### config.mk
export PLATFORM = sky130hd
export DESIGN_NAME = seg7_scan_driver
export DESIGN_NICKNAME = d
export VERILOG_FILES = /design/src/rtl/seg7_scan_driver.sv
export SDC_FILE = /design/constraint.sdc
export NUM_CORES = 1
export LEC_CHECK = 0
export CORE_UTILIZATION = 42
export DETAILED_ROUTE_END_ITERATION = 8
export PLACE_DENSITY_LB_ADDON = 0.08
export SYNTH_ARGS = -nofsm -noshare
export SYNTH_HDL_FRONTEND = slang
export SYNTH_SLANG_ARGS = --single-unit
### constraint.sdc
create_clock -name clk -period 3.5 [get_ports clk]
set_clock_uncertainty 0.15 [all_clocks]
set_input_delay 0.7 -clock clk [delete_from_list [all_inputs] [get_ports clk]]
set_output_delay 0.7 -clock clk [all_outputs]
set_load 0.01 [all_outputs]
### src/rtl/seg7_scan_driver.sv
// Time-multiplexed 8-digit common-anode 7-segment scan driver with inter-digit blanking
// and a frame-coherent shadow buffer. Optional leading-zero blanking: define SEG7_LZB_EN.
module seg7_scan_driver #(
    parameter int F_CLK     = 50000000,
    parameter int F_SCAN    = 1000,
    parameter int BLANK_CYC = 16
) (
    input  logic       clk,
    input  logic       rst_n,
    input  logic       wr_en,
    input  logic [2:0] wr_addr,
    input  logic [4:0] wr_data,
    output logic [7:0] cs,
    output logic [7:0] o_dig_sel,
    output logic       frame_done
);

    localparam int DIV = F_CLK / F_SCAN;
    localparam int PW  = (DIV > 1) ? $clog2(DIV) : 1;
    localparam logic [PW-1:0] PRE_LAST = PW'(DIV - 1);
    localparam logic [PW-1:0] PRE_SHOW = PW'(BLANK_CYC);

    typedef enum logic {
        ST_BLANK = 1'b0,
        ST_SHOW  = 1'b1
    } state_t;

    state_t        state_q, state_d;
    logic [PW-1:0] pre_q, pre_d;
    logic [2:0]    ptr_q, ptr_d;
    logic [4:0]    buf_q    [8];
    logic [4:0]    buf_d    [8];
    logic [4:0]    shadow_q [8];
    logic [4:0]    shadow_d [8];
    logic [7:0]    cs_q, cs_d;
    logic [7:0]    seg_q, seg_d;
    logic          frame_done_q, frame_done_d;
    logic          pre_wrap;
    logic          frame_wrap;
`ifdef SEG7_LZB_EN
    logic [7:0]    blank_q, blank_d;
    logic          lz_run;
`endif

    function automatic logic [7:0] seg_decode(input logic [4:0] d);
        logic [7:0] s;
        case (d[3:0])
            4'h0:    s = 8'hC0;
            4'h1:    s = 8'hF9;
            4'h2:    s = 8'hA4;
            4'h3:    s = 8'hB0;
            4'h4:    s = 8'h99;
            4'h5:    s = 8'h92;
            4'h6:    s = 8'h82;
            4'h7:    s = 8'hF8;
            4'h8:    s = 8'h80;
            4'h9:    s = 8'h90;
            4'hA:    s = 8'h88;
            4'hB:    s = 8'h83;
            4'hC:    s = 8'hC6;
            4'hD:    s = 8'hA1;
            4'hE:    s = 8'h86;
            default: s = 8'h8E;
        endcase
        if (d[4]) s[7] = 1'b0;
        return s;
    endfunction

    assign pre_wrap   = (pre_q == PRE_LAST);
    assign frame_wrap = pre_wrap && (ptr_q == 3'd7);

    // Slot timing and the BLANK/SHOW state machine.
    always_comb begin
        pre_d   = pre_wrap ? '0 : pre_q + 1'b1;
        ptr_d   = pre_wrap ? ptr_q + 3'd1 : ptr_q;
        state_d = state_q;
        case (state_q)
            ST_BLANK: if (pre_d == PRE_SHOW) state_d = ST_SHOW;
            ST_SHOW:  if (pre_wrap)          state_d = ST_BLANK;
            default:                         state_d = ST_BLANK;
        endcase
    end

    // wr_en is a plain strobe with no back-pressure: every asserted cycle writes.
    // The shadow copies the pre-write buffer on the frame wrap edge.
    always_comb begin
        buf_d    = buf_q;
        shadow_d = shadow_q;
        if (wr_en) buf_d[wr_addr] = wr_data;
        if (frame_wrap) shadow_d = buf_q;
    end

`ifdef SEG7_LZB_EN
    // Blank mask tracks the shadow: bit k set when digits 7..k are all 5'h00.
    always_comb begin
        blank_d = blank_q;
        lz_run  = 1'b1;
        if (frame_wrap) begin
            for (int k = 7; k >= 1; k--) begin
                lz_run     = lz_run && (buf_q[k] == 5'h00);
                blank_d[k] = lz_run;
            end
            blank_d[0] = 1'b0;
        end
    end
`endif

    // Outputs are derived from next-state values so they change on the same edge as the prescaler.
    always_comb begin
        cs_d         = 8'hFF;
        seg_d        = 8'hFF;
        frame_done_d = frame_wrap;
        if (state_d == ST_SHOW) begin
            cs_d  = ~(8'h01 << ptr_d);
            seg_d = seg_decode(shadow_d[ptr_d]);
`ifdef SEG7_LZB_EN
            if (blank_d[ptr_d]) seg_d = 8'hFF;
`endif
        end
    end

    always_ff @(posedge clk or negedge rst_n) begin
        if (!rst_n) begin
            state_q      <= ST_BLANK;
            pre_q        <= '0;
            ptr_q        <= '0;
            cs_q         <= 8'hFF;
            seg_q        <= 8'hFF;
            frame_done_q <= 1'b0;
            for (int i = 0; i < 8; i++) begin
                buf_q[i]    <= '0;
                shadow_q[i] <= '0;
            end
`ifdef SEG7_LZB_EN
            blank_q <= '0;
`endif
        end else begin
            state_q      <= state_d;
            pre_q        <= pre_d;
            ptr_q        <= ptr_d;
            cs_q         <= cs_d;
            seg_q        <= seg_d;
            frame_done_q <= frame_done_d;
            buf_q        <= buf_d;
            shadow_q     <= shadow_d;
`ifdef SEG7_LZB_EN
            blank_q <= blank_d;
`endif
        end
    end

    assign cs         = cs_q;
    assign o_dig_sel  = seg_q;
    assign frame_done = frame_done_q;

endmodule
Word level (Yosys, flattened, before mapping)
Memory sizes are Yosys's and may differ from the RTL's.
Index checks and enable logic that the tools add are counted.
- register bits: 117
- bits in read-only memories: 112
- bits of input ports: 11
- output and inout port bits: 17
- memories kept: 1
- $add $sub $neg: 2
- magnitude comparators: 3
- equal/unequal tests: 3
- shift-type cells: 1
- muxes and demuxes: 15
- bitwise logic cells: 4
- reductions and logical operators: 2
- memory list (memory ; depth ; bits a word ; rd ports ; clocked after memory_dff ; write ports ; line ; source):
    (no name shown) ; 16 ; 7 ; 1 ; 0 ; 0 ; 47 ; case (d[3:0])
- operator list (operator ; number):
    $bwmux W40 ; 1
    $mux W40 ; 1
    $add A16 B1 Y16 const B ; 1
    $eq A16 B16 Y1 const B ; 1
    $eq A16 B5 Y1 const B ; 1
    $mux W16 ; 1
    $mux W8 ; 2
    $bmux W5 S3 ; 1
    $demux W5 S3 ; 1
    $mux W5 ; 3
    $ge A4 B4 Y1 const B ; 2
    $not A3 Y4 ; 2
    $not A8 Y8 ; 1
    $shl A1 B3 Y8 const A ; 1
    $lt A4 B1 Y1 const B ; 1
    $add A3 B1 Y3 const B ; 1
    $eq A3 B3 Y1 const B ; 1
    $mux W1 ; 3
    $mux W3 ; 1
    $logic_and A1 B1 Y1 ; 2
    $pmux W1 S2 ; 1
    $not A1 Y1 ; 1

Logic depth before layout (Yosys ltp)
- depth after elaboration: 8
- gate-level depth with buffers: 17
- gate-level depth less buffers: 15

Worst setup path after synthesis
Ideal clock, no wire load.
- path type: register to register
- from: register pre_q[5]
- to: register seg_q[3], in the netlist o_dig_sel[3]
- arrival: 3.601 ns
- setup slack: -0.340 ns
- cell stages (with the launch flop): 16
- buffers on the path: 3
- cell sequence: dfrtp_1 or4_1 buf_2 or4_4 buf_6 xnor2_2 buf_4 nor2_1 a221oi_1 o21a_1 a221oi_2 inv_1 ha_1 mux2i_1 mux2i_1 nand2_1
- longest elaborated chain between the ends: 8
- RTL lines (what ; line ; source):
    start, declared ; 29 ; logic [PW-1:0] pre_q, pre_d;
    start signal, assigned ; 139 ; pre_q <= pre_d;
    $eq A16 B16 Y1 ; 69 ; assign pre_wrap = (pre_q == PRE_LAST);
    $logic_and A1 B1 Y1 or $mux W3 (tied branches) ; 70, 75 ;
    $mux W40 or $not A3 Y4 (tied branches) ; 90, 115 ;
    $bmux W5 S3 ; 115 ; seg_d = seg_decode(shadow_d[ptr_d]);
    $mux W5 (implied by the code) (2 in series) ; 115 ;
    $mem_v2 Z16 W7 ; -- ;
    $mux W8 (*) ; 113 ; if (state_d == ST_SHOW) begin
    net seg_d[3] ; 36 ; logic [7:0] seg_q, seg_d;
    end signal, assigned ; 142 ; seg_q <= seg_d;
    end, declared ; 36 ;
The timed path passes the listed nets; every way through them passes the cells marked *. The select of a mux whose other input is x is not followed.
A chain may end at the register's enable or synchronous reset.

Final worst setup path
- from: register pre_q[11]
- to: register seg_q[0], in the netlist o_dig_sel[0]
The elaborated chain is that of the path after synthesis.

==> summary.txt <==
GRT overflow: 0
antenna violations before repair: 0
Max FO, Critical Path: 12
crit-path cells: or4_4 > or4_4 > xnor2_4 > buf_4 > buf_6 > mux2_2 > nor3_1 > buf_4 > o31ai_4 > and2_4 > o21a_1 > o21ai_2
crit path kind: register to register
DRT iter0 DRCs: 169
vias in the first global route: 3,859
H-tree depth: 4
per-cell routed wire length: 16.5 um
period utilization: 1.03
DR DRC count: 0
Mapped Nets: 496
Final min period: 3.59 ns
measured slew at the worst slew-check pin: 0.963 ns
Final #Nets: 607
layout cells sized above 1: 0.374
cts hold-fix bufs: 0
RSZ-0062 raised after global routing: true
Fillers: 1,098
Post-Syn Area: 0.00540 mm^2
Hold WS: 0.277 ns
IO Port Bufs: 27
unique cell type count in the Yosys netlist: 63
Worst Path Required: 3.69 ns
Die W: 115 um
Area growth, synth to finish: 34.5%
clk slew on worst S/H paths: 0.05 ns
headroom to the max-slew limit: 0.358
Die H: 115 um
antenna cells: 0
Post-Syn Area per Cell: 11.4 um^2
Worst Setup End Kind: register
placed cell count: 719
Area contributors post-synth: dfrtp_1 47%, mux2_2 10%, dfstp_2 7.8%, nand2_1 7.6%, mux2i_1 3.1%
Synth Instances: 476
WL final: 12,700 um
Peak supply drop: 0.351 mV
TritonRoute pass-1 iters: 4
post-synth top area cell: dfrtp_1
largest net degree at the start of global routing: 74
Vias/cell: 5.13
outcome: finished with violations
Critical R2R Launch: pre_q[11]
first-pass GRT wire length: 20,500 um
die area: 0.0133 mm^2
Hold Violations, Final: 0
Tot GR Track Use: 0.210
Arr. time, crit path: 3.78 ns
sequential area share after synthesis: 0.546
Maximum Capacitance Violations: 0
CP max-delay cell: or4_4
Initial Utilization: 0.430
CP delay by family, top: simple AND/OR/NAND/NOR gates
final core utilization: 0.578
CP bufs+invs: 3
clk buf depth: 2
routability cong.: 0.860
Post-synth top cells: 110 x nand2_1, 101 x dfrtp_1, 48 x mux2_2, 17 x mux2i_1, 16 x dfstp_2
row count: 41
Yosys top cell area share: 0.468
max incr delay on CP: 0.57 ns
setup ws final: -0.0887 ns
violated checks: negative setup slack
Routed Antenna Nets: 0
Worst Hold Class: input pin to async pin
CP Launch Type: register
Via Count: 3,956
Worst setup startpoint: pre_q[11]
core box area: 0.0126 mm^2
most frequent cell after synthesis: nand2_1
number of CTS-inserted buffers: 17
pwr/cell area: 463 mW/mm^2
IO Pins: 28
fmax: 0.279 GHz
final setup fails: 3
Root Buffer Master: clkbuf_16
Main synth FF type: dfrtp_1
Leakage Power: 3.33 nW
Power Total: 3.36 mW
Post-Layout Cell Count: 771
CTS tree: yes
Synth Warn #: 0
Clock Latency Late Sink: 0.42 ns
EDFF count, synth: 0
Sink Count: 117
DP HPWL: 8710 um
Final Slew Violations: 0
FFs w/ async S/R, synth: 1.00
Synth Register Bits: 117
power by group:
group	leakage (nW)	internal (mW)	switching, mW	total (mW)
clock network	0.278	1.09	0.589	1.68
registers	1.48	1.46	0.0564	1.51
logic	1.57	0.0964	0.0705	0.167
through the flow:
| step | setup WS, ns | setup TNS (ns) | cell area [um^2] |
|---|---|---|---|
| after floorplan | -0.168 | -0.399 | 5450 |
| after CTS | -0.0764 | -0.180 | 7000 |
| after global routing | -0.188 | -0.809 | 7270 |
| final | -0.0887 | -0.179 | 7270 |
| after detailed placement | -0.197 | -0.762 | 6340 |
| after global placement | -0.134 | -0.423 | 6340 |
worst paths after layout:
check	endpoint	slack, ns	depth (start not counted)
min in group clk	shadow_q[7]	0.31	2
max in group asynchronous	cs[2]	2.13	2
setup reg to reg	o_dig_sel[0]	-0.09	12
hold / removal	pre_q[15]	0.28	1
hold reg to reg	shadow_q[7]	0.31	2
setup / recovery	o_dig_sel[0]	-0.09	12
cell type report:
cell class | instances | area, um^2 | area share
clock buffer | 22 | 474 | 0.0652
clock inverter | 9 | 103 | 0.0141
inverter | 14 | 57.6 | 0.00792
multi-input combinational | 327 | 2490 | 0.342
sequential | 117 | 2950 | 0.406
tap | 172 | 215 | 0.0296
timing repair buffer | 110 | 982 | 0.135
flip-flops by register name, indices dropped and copies added (netlist names):
register    cells
buf_q          40
shadow_q       40
pre_q          16
cs              8
o_dig_sel       8
ptr_q           3
frame_done      1
state_q         1
routing by layer:
layer	track usage	wire, um
met1	0.280	5880
met2	0.328	6120
met3	0.0523	485
met4	0.0866	198
met5	0	0
timing repair:
| item | 4_1_cts | 5_1_grt |
|---|---|---|
| setup endpoints to repair | 7 | 7 |
| gates resized for setup | 8 | 36 |
| setup buffers | 1 | 21 |
| cloned | 1 | 0 |
| pin swaps | 5 | 24 |
logic make-up (layout without fill, tap and decap cells):
kind of cell,Yosys count,count (layout),synth area share
and+or+nand+nor,181,181,0.160
DFF,117,117,0.546
muxes,71,71,0.150
AOI/OAI and AO/OA,53,53,0.0730
buffers and inverters,32,155,0.0280
xor gates and xnor gates,13,13,0.0225
adders and majority gates,9,9,0.0208
worst register-to-register path: stages (launching register included):
cell	delay, ns
dfrtp_1	0.38
or4_4	0.57
or4_4	0.57
xnor2_4	0.23
buf_4	0.15
buf_6	0.16
mux2_2	0.35
nor3_1	0.20
buf_4	0.18
o31ai_4	0.10
and2_4	0.18
o21a_1	0.18
o21ai_2	0.14
layout by cell type (no fill, tap or decap), types with 5 or more instances in the layout:
cell type	count
buf_4	70
buf_6	9
clkbuf_16	17
clkdlybuf4s50_1	26
dfrtp_1	101
dfstp_2	16
ha_1	8
inv_1	8
inv_2	5
mux2_2	45
mux2_4	8
mux2i_1	14
nand2_1	105
nand2_2	5
nand2b_1	6
nand3_1	13
nand4_1	6
nor2_1	12
nor3_1	5
o21ai_0	14
xnor2_1	7
xor2_1	5
Note: power is estimated with default switching activity, not from simulation.
==> variant (same flow settings) <==
Set the parameter `F_CLK` to 200000000 (it was 50000000).
--- a/src/rtl/seg7_scan_driver.sv
+++ b/src/rtl/seg7_scan_driver.sv
@@ -2,5 +2,5 @@
 // and a frame-coherent shadow buffer. Optional leading-zero blanking: define SEG7_LZB_EN.
 module seg7_scan_driver #(
-    parameter int F_CLK     = 50000000,
+    parameter int F_CLK     = 200000000,
     parameter int F_SCAN    = 1000,
     parameter int BLANK_CYC = 16
Function: no difference found for any inputs over 10 cycles, from zero or initial values and one cycle with rst_n low; that may be too few to reach the edited logic, so the function may still have changed.
==> variant against the original RTL <==
- global-route usage increased by 1.8 points
- worst setup slack improved by 0.21 ns
- sequential cell count increased by 2
- sequential share of layout area decreased by 0.34 points
- synthesized area increased by 10%
- fmax increased by 6.2%
- hold slack got worse by 0.097 ns
- power increased by 6.8%
- sequential power increased by 3%
- cell area increased by 2.5%
- wire length increased by 22%
- critical endpoint is now o_dig_sel[4]$_DFF_PN1_
- largest cell class unchanged
- highest routed layer unchanged
==> variant: results (changes against the original RTL) <==
Status
  • Outcome: completed

Logic synthesis
  • Top cells by count, synth: 103 x dfrtp_1, 75 x nand2_1, 58 x mux2_2
  • Synth Net Count: 565 (+14%)
  • Sequential element share of the synthesized area: 50.5% (-4.1 points)
  • Post-synthesis xor/xnor area fraction: 1.77% (-0.48 points)
  • Compound-Gate Fraction of Synth Area: 11.4% (+4.1 points)
  • Synth unique cells: 75 (+19%)
  • Post-synthesis adder-cell area fraction: 1.90% (-0.19 points)
  • Flops & latches, synth: 119 (+1.7%)
  • Top post-synthesis cells by area: dfrtp_1 43%, mux2_2 11%, dfstp_2 7.1%
  • Multiplexer area fraction after synthesis: 13.7% (-1.2 points)

Clock network
  • H-tree levels: 4 (unchanged)
  • Root buffer cell: clkbuf_16
  • Clock Path Buffers: 2 (unchanged)
  • Clock-pin slew on the worst setup and hold paths: 0.06 ns

Drt
  • Metal3 WL: 689 microns (+42%)
  • Met1 wire length: 7300 microns (+24%)
  • Detailed-route vias per instance: 5.64 (+9.9%)
  • Detailed Route WL: 15500 microns (+22%)
  • Metal2 WL: 7050 microns (+15%)
  • Highest Signal Layer: met4
  • 1st-pass router iterations: 7 (+3)
  • Initial drt markers: 324 (+92%)

Setup path
  • Slowest Stage Delay on Critical Path: 0.52 ns (-0.05 ns)
  • Worst Path Arrival: 3.56 ns (-0.22 ns)
  • Worst Path Max Fanout: 9 (-3)
  • Crit-path slowest cell: or4_1
  • Worst reg2reg setup slack: 0.12 ns (+0.21 ns)

Cells and area
  • Final net count: 640 (+5.4%)
  • Multi-In Gates: 382 (+17%)
  • Share of layout cells above drive strength 1: 31.6% (-5.8 points)
  • Area occupied by multi-input gates: 2830 sq um (+14%)
  • Inverter count: 19 (+5)
  • Top Registers: buf_q: 40 flops, shadow_q: 40 flops, pre_q: 18 flops
  • Layout fillers: 1196 (+8.9%)
  • Sequential cell area: 3000 sq um (+1.7%)
  • Data buffer area share: 9.30% (-4.2 points)
  • Clkbuf count: 18 (-18%)
  • Non-clock buffer count: 81 (-26%)
  • Clk tree area frac: 8.54% (+0.61 points)
  • Multi-input combinational area share: 38.0% (+3.7 points)

Pwr
  • Lkg Pwr: 3.31 nW (-0.67%)
  • Maximum vdd ir drop: 0.000374 V (+6.6%)
  • Switching power: 0.800 mW (+12%)
  • Clock Power Share: 52.3% (+2.3 points)
  • Cell Int Power: 2.79 mW (+5.5%)

Place
  • DP HPWL: 11100 microns (+27%)
  • Routability cong.: 0.917 (+6.6%)
  • DP Area: 6740 sq um (+6.3%)

Global route
  • Vias in the first global route: 4529 (+17%)
  • Global-route wire length before repair: 24500 microns (+20%)
  • Grt met1 use: 31.4% (+3.5 points)
  • Largest net degree at the start of global routing: 54 (-27%)
  • Global routing usage on met2: 34.1% (+1.3 points)
  • All-Layer GR Usage: 22.8% (+1.8 points)
  • GR Util met3: 4.65% (-0.58 points)

STA
  • Worst slew pin tran: 0.685 ns (-0.279 ns)
## variant: through the flow
step	utilization, %	hold WS [ns]	cells	worst slack [ns]	TNS (ns)
2_1_floorplan	-	0.254	545	0.0171	0
3_3_place_gp	48.7	0.297	780	0.140	0
3_5_place_dp	48.7	0.306	780	-0.0255	-0.0255
4_1_cts	53.4	0.207	812	0.00320	0
5_1_grt	53.9	0.228	813	0.00643	0
6_report	53.9	0.180	813	0.122	0
## variant: kinds of logic (layout without fill, tap and decap cells)
group,count (synthesis),in the layout
xor gates and xnor gates,12,12
adders and majority gates,9,9
AOI/OAI and AO/OA,94,94
buffers and inverters,44,132
DFF,119,119
muxes,72,72
and+or+nand+nor,195,195
## variant: repair_timing
| action | CTS | global route |
|---|---|---|
| resized for setup | 2 | 13 |
| pin swaps | 0 | 3 |
| setup buffers | 0 | 1 |
| hold endpoints to repair | 0 | 0 |
| endpoints found under the setup margin | 3 | 7 |
| cloned | 0 | 0 |
| hold buffers | 0 | 0 |
## variant: final timing paths
| path | to | from | depth (start not counted) |
|---|---|---|---|
| worst max-delay path | o_dig_sel[4]$_DFF_PN1_ | pre_q[1]$_DFF_PN0_ | 12 |
| worst min-delay path | shadow_q[1]$_DFF_PN0_ | rst_n | 1 |
| worst max register to register | o_dig_sel[4]$_DFF_PN1_ | pre_q[1]$_DFF_PN0_ | 12 |
| worst min register to register | shadow_q[29]$_DFF_PN0_ | shadow_q[29]$_DFF_PN0_ | 2 |
| max in group asynchronous | o_dig_sel[7]$_DFF_PN1_ | rst_n | 2 |
| min in group clk | shadow_q[29]$_DFF_PN0_ | shadow_q[29]$_DFF_PN0_ | 2 |
